### config.mk
export PLATFORM = sky130hd
export DESIGN_NAME = fetch_unit
export DESIGN_NICKNAME = d
export VERILOG_FILES = /design/src/rtl/fetch_unit.sv
export SDC_FILE = /design/constraint.sdc
export NUM_CORES = 1
export LEC_CHECK = 0
export ABC_CLOCK_PERIOD_IN_PS = 3520
export BUFFER_PORTS_ARGS = -buffer_cell sky130_fd_sc_hd__buf_4
export CORE_UTILIZATION = 35
export DETAILED_ROUTE_END_ITERATION = 6
export PLACE_DENSITY = 0.53
export SLEW_MARGIN = 5
export SYNTH_ARGS = -nofsm -noshare
export SYNTH_HDL_FRONTEND = slang
export SYNTH_SLANG_ARGS = --single-unit
export TNS_END_PERCENT = 10
### constraint.sdc
create_clock -name clk -period 3.52 [get_ports clk]
set_input_delay 0.88 -clock clk [delete_from_list [all_inputs] [get_ports clk]]
set_output_delay 0.88 -clock clk [all_outputs]
set_load 0.005 [all_outputs]
### src/rtl/fetch_unit.sv
// Instruction-fetch front end: owns the PC, issues in-order requests to a
// variable-latency instruction memory, and buffers returned words for IF/ID.
module fetch_unit #(
  parameter logic [31:0] RESET_PC = 32'h0000_0000,
  parameter int          QDEPTH   = 4
) (
  input  logic        clk,
  input  logic        rst,
  output logic        imem_req,
  output logic [31:0] imem_addr,
  input  logic        imem_rvalid,
  input  logic [31:0] imem_rdata,
  input  logic        redirect_valid,
  input  logic [31:0] redirect_target,
  output logic        if_valid,
  output logic [31:0] if_instr,
  output logic [31:0] if_pc4,
  input  logic        if_ready
);

  localparam int          PW   = $clog2(QDEPTH);
  localparam int          CW   = PW + 1;
  localparam logic [CW:0] W_QD = (CW + 1)'(QDEPTH);

  // Handshakes: a request is a single-cycle imem_req strobe with no back-pressure;
  // a response is a single-cycle imem_rvalid strobe; an IF/ID transfer happens
  // exactly on a cycle where if_valid and if_ready are both high.

  logic [31:0]   r_q_instr [QDEPTH];
  logic [31:0]   r_q_pc4   [QDEPTH];
  logic [31:0]   r_af      [QDEPTH];
  logic [PW-1:0] r_head;
  logic [PW-1:0] r_tail;
  logic [PW-1:0] r_af_head;
  logic [PW-1:0] r_af_tail;
  logic [CW-1:0] r_count;
  logic [CW-1:0] r_out;
  logic [CW-1:0] r_drop;
  logic [31:0]   r_pc;
  logic          r_boot;

  logic [CW:0]   w_used;
  logic          w_issue;
  logic          w_resp;
  logic          w_push;
  logic          w_push_q;
  logic          w_pop;
  logic          w_nonempty;

  // Queued plus in-flight words never exceed QDEPTH, so a push always has room.
  assign w_used     = {1'b0, r_count} + {1'b0, r_out};
  assign w_issue    = !rst && !redirect_valid && !r_boot && (w_used < W_QD);
  assign w_resp     = imem_rvalid && (r_out != '0);
  assign w_push     = w_resp && (r_drop == '0);
  assign w_push_q   = w_push && !redirect_valid && !rst;
  assign w_nonempty = (r_count != '0);
  assign w_pop      = if_valid && if_ready;

  assign imem_req  = w_issue;
  assign imem_addr = r_pc;
  assign if_valid  = w_nonempty && !rst;
  assign if_instr  = w_nonempty ? r_q_instr[r_head] : 32'h0;
  assign if_pc4    = w_nonempty ? r_q_pc4[r_head]   : 32'h0;

  always_ff @(posedge clk) begin
    if (rst) begin
      r_pc      <= RESET_PC;
      r_head    <= '0;
      r_tail    <= '0;
      r_count   <= '0;
      r_af_head <= '0;
      r_af_tail <= '0;
      r_out     <= '0;
      r_drop    <= '0;
      r_boot    <= 1'b1;
    end else begin
      r_boot <= 1'b0;
      r_out  <= r_out + CW'(w_issue) - CW'(w_resp);
      if (w_resp)  r_af_head <= r_af_head + PW'(1);
      if (w_issue) begin
        r_af_tail <= r_af_tail + PW'(1);
        r_pc      <= r_pc + 32'd4;
      end
      if (redirect_valid) begin
        // Every word still in flight after this cycle belongs to the wrong path.
        r_pc    <= redirect_target & 32'hFFFF_FFFC;
        r_head  <= '0;
        r_tail  <= '0;
        r_count <= '0;
        r_drop  <= r_out - CW'(w_resp);
      end else begin
        if (w_pop)  r_head <= r_head + PW'(1);
        if (w_push) r_tail <= r_tail + PW'(1);
        r_count <= r_count + CW'(w_push) - CW'(w_pop);
        if (w_resp && (r_drop != '0)) r_drop <= r_drop - 1'b1;
      end
    end
  end

  // Payload storage carries no reset; validity is tracked by the counters above.
  always_ff @(posedge clk) begin
    if (w_push_q) begin
      r_q_instr[r_tail] <= imem_rdata;
      r_q_pc4[r_tail]   <= r_af[r_af_head] + 32'd4;
    end
    if (w_issue) r_af[r_af_tail] <= r_pc;
  end

endmodule

# [Yosys cells after proc, flatten, opt, wreduce, memory -nomap -nowiden]
# Memory sizes are Yosys's and may differ from the RTL's. A register that Yosys moved wholly into a read port is not among the register bits.
# Cells that the tools add are included.
# Widths: inputs -> output; s select.
[word_totals] ff_bits=50 ram_bits=384 output_inout_bits=98 mem_count=3
[memory_table] memory="r_af" words=4 width=32 rd=1 rd_ports_with_merged_regs=1 wr=1 line_no="31" rtl="logic [31:0] r_af [QDEPTH];"
[memory_table] memory="r_q_instr" words=4 width=32 rd=1 rd_ports_with_merged_regs=1 wr=1 line_no="29" rtl="logic [31:0] r_q_instr [QDEPTH];"
[memory_table] memory="r_q_pc4" words=4 width=32 rd=1 rd_ports_with_merged_regs=1 wr=1 line_no="30" rtl="logic [31:0] r_q_pc4 [QDEPTH];"
[op_classes] addsub=13 order_cmp=1 n_mux=17 n_reduce_logical=20
[ops] op="$mux 32" count=4
[ops] op="$add 32x3->32 const B" count=2
[ops] op="$mux 2" count=6
[ops] op="$logic_and 1x1->1" count=10
[ops] op="$reduce_bool 3->1" count=3
[ops] op="$sub 3x1->3" count=3
[ops] op="$add 2x1->2 const B" count=4
[ops] op="$add 3x1->3" count=2
[ops] op="$mux 3" count=2
[ops] op="$mux 1" count=5
[ops] op="$add 3x3->4" count=1
[ops] op="$lt 4x3->1 const B" count=1
[ops] op="$reduce_bool 2->1" count=2
[ops] op="$logic_not 1->1" count=3
[ops] op="$logic_not 3->1" count=1
[ops] op="$sub 3x1->3 const B" count=1
[ops] op="$reduce_or 2->1" count=1

# [Logic depth before layout (Yosys ltp)]
[logic_depth] ltp_word=7 depth_mapped=12

# [Worst setup path before layout]
# OpenSTA, ideal clock, no wires.
[synth_path] kind="input to register" startpoint="input port imem_rvalid" endpoint="memory r_q_instr[0][0], enable pin" setup_ns=0.427 arrival_ns=3.082 required_ns=3.093 setup_slack_ns=0.011 cell_stages=4 n_path_buf=1 path_cell_list="o31a_1 and3_1 clkbuf_1 and3_1"
[synth_between] elab_chain_cells=6
[synth_lines] element="start, declared" line_no="11" rtl="input logic imem_rvalid,"
[synth_lines] element="$logic_and 1x1->1" line_no="53" rtl="assign w_resp = imem_rvalid && (r_out != '0);"
[synth_lines] element="$logic_and 1x1->1" line_no="54" rtl="assign w_push = w_resp && (r_drop == '0);"
[synth_lines] element="$logic_and 1x1->1 (2 in series)" line_no="55" rtl="assign w_push_q = w_push && !redirect_valid && !rst;"
[synth_lines] element="$mux 1" line_no="102" rtl="if (w_push_q) begin"
[synth_lines] element="$mux 1 (implied by the code)" line_no="103" rtl="r_q_instr[r_tail] <= imem_rdata;"
[synth_lines] element="end, declared" line_no="29"
# No other way between the ends.

==> run metrics <==
WL/cell between 15 and 20 um; final period utilization 92.8%; R2R cell count 6; Crit path required time 2640 ps; global route overflow 0; Peak Freq 306 MHz; Routed WL 36200 um; Clock Latency Late Sink 580 ps; CTS buffer count 46; Startpoint Class flop; final worst path period need 3270 ps; Setup Skew 20.1 ps; Seq/Total Area, Yosys 70.2%; Max Slew Vio Count 0; CTS tree done; Worst-path clk slew 60 ps; share of post-route cells with drive strength above 1 about 29%; post-CTS sizing 0; FILL cells 4276; post-synthesis cell type count 54; fin nets between 1000 and 1500; FF-to-FF setup slack between 400 and 500 ps; HPWL after DPL approximately 22000 um; status finished, final reports clean; RR Endpoint r_q_pc4[0][16]$_DFFE_PP_; vias 9419; Setup Buffers After CTS 0; YS warnings 0; first-pass GRT wire length 56300 um; DR pass1 iterations 4; Peak VDD IR 0.342 mV; Worst slew margin 45.9%; Async SR Flop Fraction 0%; root buffer cell clkbuf_16; core area between 40000 and 50000 sq um; DP Cell Count 1801; Post-Syn Area 17200 sq um; PortBufs 160; Global Route Usage Sum between 10% and 20%; Crit. End Element primary output; initial DRC count around 500; clk sink count 420; Initial Util 35.8%; vias per cell 4.99; Max clock buf depth 3; die footprint 50100 sq um; hold depth 2; Crit path arrival time 2390 ps; hold_buf cts 0; Synth Instances 1006; WS Path Type reg -> out; Crit Path Max Fanout 34; Max Cap Violations 0; Hold Path End r_af_tail[1]$_SDFFE_PP0P_; Die Wd 224 um; vias in the first global route 9735; num rows 80; height of the die 224 um; Hold Crit Class reg -> reg; mean post-synth cell area about 17 sq um; EDFF count, synth between 300 and 400; RePlAce Congestion 0.789; # setup viols final 0; final hold violations 0; # H-tree levels 2; leading cell types in the layout, fill and taps excluded edfxtp_1 (368), buf_4 (182), mux4_2 (89); RSZ-0062 raised after global routing false; ys flop type edfxtp_1; commonest non-fill, non-tap cell in the layout edfxtp_1; largest net degree at the start of global routing 63; post-route ant nets 0; Hold Crit Start r_af_tail[1]$_SDFFE_PP0P_; #FFs+latches synth 420; Setup TNS 0 ps; Leakage 7.03 nW; Post-Layout Cell Count 1886; pwr/cell area 610 nW/um^2; diode count 0; DRC viols 0; P&R area growth vs syn 21.9%; initial antenna violation count 0; Worst-Margin Slew between 800 and 900 ps; Boundary Pins 167
-- metrics by stage --
stage	hold slack [ps]	cell area (sq um)	setup WS [ps]	power (mW)	util [%]
2_1_floorplan	469	17200	10.9	7.03	-
3_3_place_gp	486	19300	501	7.61	40.1
3_5_place_dp	492	19300	453	7.65	40.1
4_1_cts	460	21000	140	13.0	43.6
5_1_grt	482	21000	105	13.3	43.6
6_report	495	21000	255	12.8	43.6
-- flip-flops by register name, summed over array words and instances (netlist names), named ones only --
register   count
imem_addr     30
r_af         120
r_af_head      2
r_af_tail      2
r_boot         1
r_count        3
r_drop         3
r_head         2
r_out          3
r_q_instr    128
r_q_pc4      120
r_tail         2
-- where the power goes --
group          switching [mW]  total (mW)  internal (mW)
combinational           0.844        1.61          0.767
sequential              0.155        5.89           5.74
clock                    1.94        5.31           3.36
total                    2.94        12.8           9.86
-- logic make-up after synthesis --
| family | share of synthesized area, % |
|---|---|
| other | 0.0218 |
| adders and majority gates | 1.69 |
| and+or+nand+nor | 8.37 |
| AOI/OAI and AO/OA | 3.36 |
| muxes | 12.2 |
| DFF | 70.2 |
| buffers and inverters | 2.01 |
| xor gates and xnor gates | 2.14 |
-- final cells by class --
cell class                 instances  area [sq um]  area share [%]
clock buffer                      57          1220            5.83
inverter                          21          80.1           0.382
multi-input combinational        515          4790            22.8
clock inverter                    28           463            2.21
sequential                       420         12100            57.7
timing repair buffer             189          1510            7.18
tap                              656           821            3.91
-- per-layer routing --
metal  GRT usage (%)  wire length (um)  vias up
li1                -                 -     4353
met1            19.8             16600     4777
met2            23.9             17200      237
met3            2.58              1650       52
met4            5.52               829        0
met5               0                 0        -
-- critical path, cell delays in order (launching register included) --
cell     delay [ps]
dfxtp_4         550
buf_12          340
mux4_2          590
and2_1          180
buf_4           130
-- Yosys cell counts (all sizes together) (22+ instances only) --
library cell	n	area share [%]
a31oi	25	0.91
and2	74	2.7
buf	25	0.94
clkbuf	28	0.61
dfxtp	52	6.0
edfxtp	368	64
mux4	92	12
nand2	43	0.94
nand3	22	0.67
nand4	22	0.80
nor2	37	0.82
o21ai	22	0.64
xnor2	30	1.5
-- worst max-delay path by stage --
stage / from / to / slack, ps
floorplan: imem_rvalid / r_q_instr[0][0]$_DFFE_PP_ / 10
global placement: rst / imem_req / 500
detailed placement: flop / r_q_pc4[3][20]$_DFFE_PP_ / 450
CTS: flop / if_pc4[15] / 140
global route: flop / r_q_pc4[3][20]$_DFFE_PP_ / 100
finish: flop / if_pc4[15] / 250
Power figures use the tool's default switching activity.
